**src/rtl/bin_bcd_seq.sv**
```systemverilog
// Sequential binary-to-BCD converter (double dabble), one input bit per clock.
// Optional leading-zero mask output Blank enabled by defining BIN_BCD_BLANK_EN.
module bin_bcd_seq #(
    parameter int unsigned BIN_W  = 10,
    parameter int unsigned DIGITS = 4
) (
    input  logic                  clk,
    input  logic                  rst,
    input  logic                  St,
    input  logic [BIN_W-1:0]      A,
    output logic [4*DIGITS-1:0]   B,
    output logic                  Busy,
    output logic                  Done
`ifdef BIN_BCD_BLANK_EN
    ,
    output logic [DIGITS-1:0]     Blank
`endif
);

    localparam int unsigned BCD_W = 4 * DIGITS;
    localparam int unsigned CNT_W = $clog2(BIN_W + 1);

    typedef enum logic [1:0] {
        S_IDLE  = 2'd0,
        S_SHIFT = 2'd1,
        S_DONE  = 2'd2
    } state_t;

    state_t             state_q;
    logic [BIN_W-1:0]   shift_q;
    logic [BCD_W-1:0]   acc_q;
    logic [CNT_W-1:0]   cnt_q;
    logic [BCD_W-1:0]   acc_adj;
    logic [BCD_W-1:0]   acc_d;

    // Add-3 to every digit >= 5, then shift the next binary bit in; carry out of the top digit is dropped.
    always_comb begin
        acc_adj = '0;
        for (int i = 0; i < int'(DIGITS); i++) begin
            if (acc_q[4*i +: 4] >= 4'd5) begin
                acc_adj[4*i +: 4] = acc_q[4*i +: 4] + 4'd3;
            end else begin
                acc_adj[4*i +: 4] = acc_q[4*i +: 4];
            end
        end
        acc_d = BCD_W'({acc_adj, shift_q[BIN_W-1]});
    end

`ifdef BIN_BCD_BLANK_EN
    logic [DIGITS-1:0] blank_d;
    logic              higher_zero;

    // Digit i is blank when it and every digit above it are zero; digit 0 always shows.
    always_comb begin
        blank_d     = '0;
        higher_zero = 1'b1;
        for (int i = int'(DIGITS) - 1; i >= 1; i--) begin
            higher_zero = higher_zero & (acc_d[4*i +: 4] == 4'd0);
            blank_d[i]  = higher_zero;
        end
    end
`endif

    always_ff @(posedge clk or posedge rst) begin
        if (rst) begin
            state_q <= S_IDLE;
            shift_q <= '0;
            acc_q   <= '0;
            cnt_q   <= '0;
            B       <= '0;
            Busy    <= 1'b0;
            Done    <= 1'b0;
`ifdef BIN_BCD_BLANK_EN
            Blank   <= '0;
`endif
        end else begin
            Done <= 1'b0;
            case (state_q)
                S_IDLE, S_DONE: begin
                    if (St) begin
                        shift_q <= A;
                        acc_q   <= '0;
                        cnt_q   <= CNT_W'(BIN_W);
                        Busy    <= 1'b1;
                        state_q <= S_SHIFT;
                    end else begin
                        state_q <= S_IDLE;
                    end
                end
                S_SHIFT: begin
                    shift_q <= shift_q << 1;
                    acc_q   <= acc_d;
                    cnt_q   <= cnt_q - CNT_W'(1);
                    if (cnt_q == CNT_W'(1)) begin
                        B       <= acc_d;
`ifdef BIN_BCD_BLANK_EN
                        Blank   <= blank_d;
`endif
                        Busy    <= 1'b0;
                        Done    <= 1'b1;
                        state_q <= S_DONE;
                    end
                end
                default: begin
                    Busy    <= 1'b0;
                    state_q <= S_IDLE;
                end
            endcase
        end
    end

endmodule
```
**config.mk**
```make
export PLATFORM = sky130hd
export DESIGN_NAME = bin_bcd_seq
export DESIGN_NICKNAME = d
export VERILOG_FILES = /design/src/rtl/bin_bcd_seq.sv
export SDC_FILE = /design/constraint.sdc
export NUM_CORES = 1
export LEC_CHECK = 0
export CAP_MARGIN = 15
export CORE_ASPECT_RATIO = 1.4
export CORE_MARGIN = 4
export CORE_UTILIZATION = 58
export DETAILED_ROUTE_END_ITERATION = 10
export PLACE_DENSITY = 0.83
export SLEW_MARGIN = 20
export SYNTH_ARGS = -nofsm -noshare
export SYNTH_HDL_FRONTEND = slang
export SYNTH_SLANG_ARGS = --single-unit
```
**constraint.sdc**
```tcl
create_clock -name clk -period 2.82 [get_ports clk]
set_input_delay 0.423 -clock clk [delete_from_list [all_inputs] [get_ports clk]]
set_output_delay 0.423 -clock clk [all_outputs]
set_load 0.01 [all_outputs]
```
Word-level counts from Yosys, hierarchy flattened
Index checks and enable logic that the tools add are counted.
Widths: inputs -> output; s select.
{ "word_totals": {"word_cells": 45, "ff_bits": 50, "output_inout_bits": 18, "in_bits": 13} }
{ "op_classes": {"magnitude_cmp": 4, "eq_ne": 5, "n_addsub": 5, "muxes": 18, "n_reduce_logical": 6} }
{ "ops": {"columns": ["op", "count"], "rows": [
  ["$pmux 16 s2", 1],
  ["$pmux 10 s2", 1],
  ["$ge 4x3->1 const B", 4],
  ["$mux 16", 1],
  ["$mux 4", 4],
  ["$add 4x2->4 const B", 3],
  ["$mux 10", 1],
  ["$pmux 4 s2", 1],
  ["$reduce_and 2->1", 3],
  ["$mux 1", 5],
  ["$eq 4x1->1 const B", 1],
  ["$ne 2x2->1 const B", 2],
  ["$pmux 2 s2", 1],
  ["$sub 4x1->4 const B", 1],
  ["$add 3x2->3 const B", 1],
  ["$mux 3", 1],
  ["$eq 2x1->1 const B", 1],
  ["$eq 2x2->1 const B", 1],
  ["$logic_not 2->1", 1],
  ["$mux 2", 1],
  ["$pmux 1 s2", 1],
  ["$reduce_bool 2->1", 1],
  ["$reduce_or 2->1", 1]
]} }

Longest topological paths before layout
{ "depth": {"ltp_word": 4, "ltp_mapped": 7, "depth_no_buf": 6} }

Least setup slack after synthesis
No wires, ideal clock.
{ "synth_timing": {"kind": "register to register", "from": "register cnt_q[1]", "to": "register B[10]", "t_required_ps": 2695, "slack_ps": 1369, "n_path_buf": 0, "arrival_ps": 1326, "stages_incl_launch_ff": 7, "path_cell_list": "dfrtp_1 > inv_1 > ha_1 > nor3b_2 > nand2_4 > inv_2 > mux2_2"} }
{ "synth_via": {"elab_chain_cells": 2} }
{ "synth_rtl": {"columns": ["element", "line", "source"], "rows": [
  ["start, declared", "32", "logic [CNT_W-1:0] cnt_q;"],
  ["start signal, assigned", "83", "cnt_q <= CNT_W'(BIN_W);"],
  ["start signal, assigned", "93", "cnt_q <= cnt_q - CNT_W'(1);"],
  ["$eq 4x1->1", "94", "if (cnt_q == CNT_W'(1)) begin"],
  ["$reduce_and 2->1 (no line)", null, null],
  ["end signal, assigned", "70", "B <= '0;"],
  ["end signal, assigned", "95", "B <= acc_d;"],
  ["end, declared", "11", "output logic [4*DIGITS-1:0] B,"]
]} }
No other way between the ends.
A chain may end at the register's enable or synchronous reset.

Worst setup path in the final report
{ "layout_timing": {"from": "input port St", "to": "register acc_q[1]"} }
{ "layout_via": {"elab_chain_cells": 2} }
{ "layout_rtl": {"columns": ["element", "line", "source"], "rows": [
  ["start, declared", "9", "input logic St,"],
  ["$ne 2x2->1 (no line)", null, null],
  ["$reduce_and 2->1 (no line)", null, null],
  ["end signal, assigned", "68", "acc_q <= '0;"],
  ["end signal, assigned", "82", "acc_q <= '0;"],
  ["end signal, assigned", "92", "acc_q <= acc_d;"],
  ["end, declared", "31", "logic [BCD_W-1:0] acc_q;"]
]} }
No other way between the ends.

==> key figures <==
Power
  • Leak Pwr: 1.27 nW
  • Total power: 3.10 mW
  • Peak supply drop: 0.845 mV
  • Power Density: 1130 mW/mm^2

Synthesis
  • Adder-Cell Fraction of Synth Area: 0.0534
  • Largest family of logic cells by synthesized area: compound AO/OA/AOI/OAI gates
  • Post-synth cell types: 30
  • Number of synthesized flops with an enable pin: 0
  • Xor/xnor share of the synthesized area: 0.0150
  • FFs w/ async S/R, synth: 1.00
  • Ranking of synthesized cells by area: dfrtp_1, nand2_1, ha_1, o21ai_0, a22o_1
  • Synthesized area: 0.00234 mm^2
  • Sequential-to-total area share from yosys stat: 0.534
  • Ys Warns: 0
  • Post-synth top cells: dfrtp_1, nand2_1, o21ai_0
  • Mapped Cells: 222
  • Share of the synthesized area in the top cell type: 0.534
  • Synth Net Count: 245
  • Simple-gate share of the synthesized area: 0.147
  • Synth Area in Compound Gates: 0.151
  • Most used standard cell by instance count after synthesis: dfrtp_1
  • Top FF cell, synth: dfrtp_1
  • Mean Syn Cell Area: 10.5 um^2
  • #FFs+latches synth: 50
  • Area leader, netlist: dfrtp_1
  • Post-synthesis mux area share: 0.0524

Clock network
  • CTS resizes: 0
  • Htree depth: 2
  • Hold Buf Count CTS: 0
  • Clk Latency, worst-skew pair: 0.30 ns
  • Clock buffer depth: 2
  • Post CTS Setup Buffer Count: 0
  • Clock slew at reported path FFs: 0.09 ns
  • Clk sinks: 50
  • TritonCTS buffer count: 5
  • Root Buffer: clkbuf_8
  • CTS tree: done

Floorplan
  • Core area: 0.00392 mm^2
  • Initial core utilization: 0.597
  • Full die area: 0.00513 mm^2
  • Die Span X: 61.7 um
  • Height of the die: 83.2 um
  • Num rows: 27
  • I/O pin cnt: 31

Worst setup path
  • Critical path required time: 3.01 ns
  • Crit path max fanout: 27
  • Reg-to-Reg Start: state_q[0]
  • Reg2Reg Depth: 4
  • Setup Crit Path Kind: in -> reg
  • Slowest Stage Delay on Critical Path: 0.75 ns
  • CP Cell Sequence: clkdlybuf4s50_1 > nor2b_1 > nor2_4 > a22o_1
  • Dominant delay contributor by cell family on the critical path: simple AND/OR/NAND/NOR gates
  • Setup crit start: St
  • Reg2reg end: B[1]
  • Crit end category: flop
  • Crit path arrival time: 2.25 ns
  • CP max stage cell: nor2b_1
  • Buffers and inverters on the worst path: 1
  • Reg2Reg Setup Slack: 0.87 ns
  • Worst Setup Start Kind: input port

STA
  • Fin crit share: 0.730
  • Fin crit period: 2.06 ns
  • Setup violators final: 0
  • Max Slew Vio Count: 0
  • RSZ-0062 raised after global routing: no
  • Final hold violation count: 0
  • Clock skew: 0.00904 ns
  • Max frequency: 0.486 GHz
  • Setup TNS: 0 ns
  • Slew @ Worst Pin: 0.937 ns
  • Max_slew headroom: 0.374

Cells and area
  • Final non-filler cell area: 0.00274 mm^2
  • Layout cell share with drive strength beyond 1: 0.0952
  • Nets: 275
  • N_diodes: 0
  • Synth-to-Final Area Change: 17.0%

Placement
  • Placed Area: 0.00266 mm^2
  • Port buffer count: 30
  • Hpwl dp: 3.01 mm
  • Routability Congestion: 0.777

Flow run
  • Max cap viols: 0

Global routing
  • Tot GR Track Use: 0.196
  • First-pass GRT wire length: 7.74 mm
  • Initial antenna violation count: 0
  • Vias in the first global route: 1,666
  • Grt ovf: 0
  • Largest net degree at the start of global routing: 51

Detailed routing
  • Final WL: 4.35 mm
  • Post-route ant nets: 0
  • DRC violations left: 0
  • Mean number of vias per cell: 5.57
  • Initial DRT Pass Iterations: 4
  • Via Count: 1,643
  • DR iter-0 viols: 73
  • Wire per inst: 14.7 um

Run status
  • Run status: finished, final reports clean

Worst hold path
  • Worst Hold Class: in -> async
-- layout make-up --
class                   instances  area [um^2]
clock buffers                   7         76.3
flip-flops and latches         50         1250
fillers                       319         1180
inverters                      13         48.8
repair buffers                 32          328
well taps                      43         53.8
multi-input cells             150          981
-- cells in the final DEF, fill, tap and decap left out, drive strengths merged --
master and count:
a211oi 1, a21oi 11, a22o 8, a22oi 9, a31oi 1, buf 2, clkbuf 7, clkdlybuf4s50 30
dfrtp 50, ha 10, inv 13, mux2 7, mux2i 4, nand2 42, nand2b 6, nand3 5
nor2 1, nor2b 2, nor3 5, nor3b 8, o211ai 1, o21ai 25, xnor2 4
-- worst register-to-register path, stage by stage (launching register included) --
cell     delay, ns
dfrtp_1       0.39
nor2b_2       0.57
nand2_4       0.28
inv_2         0.24
mux2_2        0.36
-- registers in the layout, summed over array words and instances, names as in the netlist --
name / flops
B: 16
acc_q: 16
shift_q: 10
cnt_q: 4
state_q: 2
Busy: 1
Done: 1
-- kinds of logic after synthesis --
| family | count (synthesis) |
|---|---|
| adders and majority gates | 10 |
| and+or+nand+nor | 69 |
| xor gates and xnor gates | 4 |
| AOI/OAI and AO/OA | 56 |
| DFF | 50 |
| muxes | 11 |
| buffers and inverters | 22 |
-- routing by layer --
| layer | GRT usage | routed length (um) |
|---|---|---|
| met1 | 0.259 | 1910 |
| met2 | 0.307 | 2200 |
| met3 | 0.0498 | 148 |
| met4 | 0.0676 | 92 |
| met5 | 0 | 0 |
-- metrics by stage --
step | std cells | setup slack, ns | util | hold slack [ns]
3_5_place_dp | 288 | 0.452 | 0.679 | 0.467
3_3_place_gp | 288 | 0.490 | 0.679 | 0.458
2_1_floorplan | 222 | 1.20 | - | 0.446
6_report | 295 | 0.762 | 0.699 | 0.461
5_1_grt | 295 | 0.527 | 0.699 | 0.494
4_1_cts | 295 | 0.775 | 0.699 | 0.476
-- worst max-delay path by stage --
stage	to	slack, ns	cells past startpoint
2_1_floorplan	B[0]	1.20	1
3_3_place_gp	acc_q[2]	0.49	4
3_5_place_dp	acc_q[13]	0.45	4
4_1_cts	acc_q[13]	0.78	4
5_1_grt	acc_q[3]	0.53	5
6_report	acc_q[1]	0.76	4
-- where the power goes --
group	leakage, nW	internal [mW]	switching [mW]	total (mW)
Combinational	0.598	0.688	0.738	1.43
Clock	0.0383	0.171	0.225	0.396
Sequential	0.629	1.03	0.245	1.27
No activity file was read; power rests on OpenSTA's default activity.
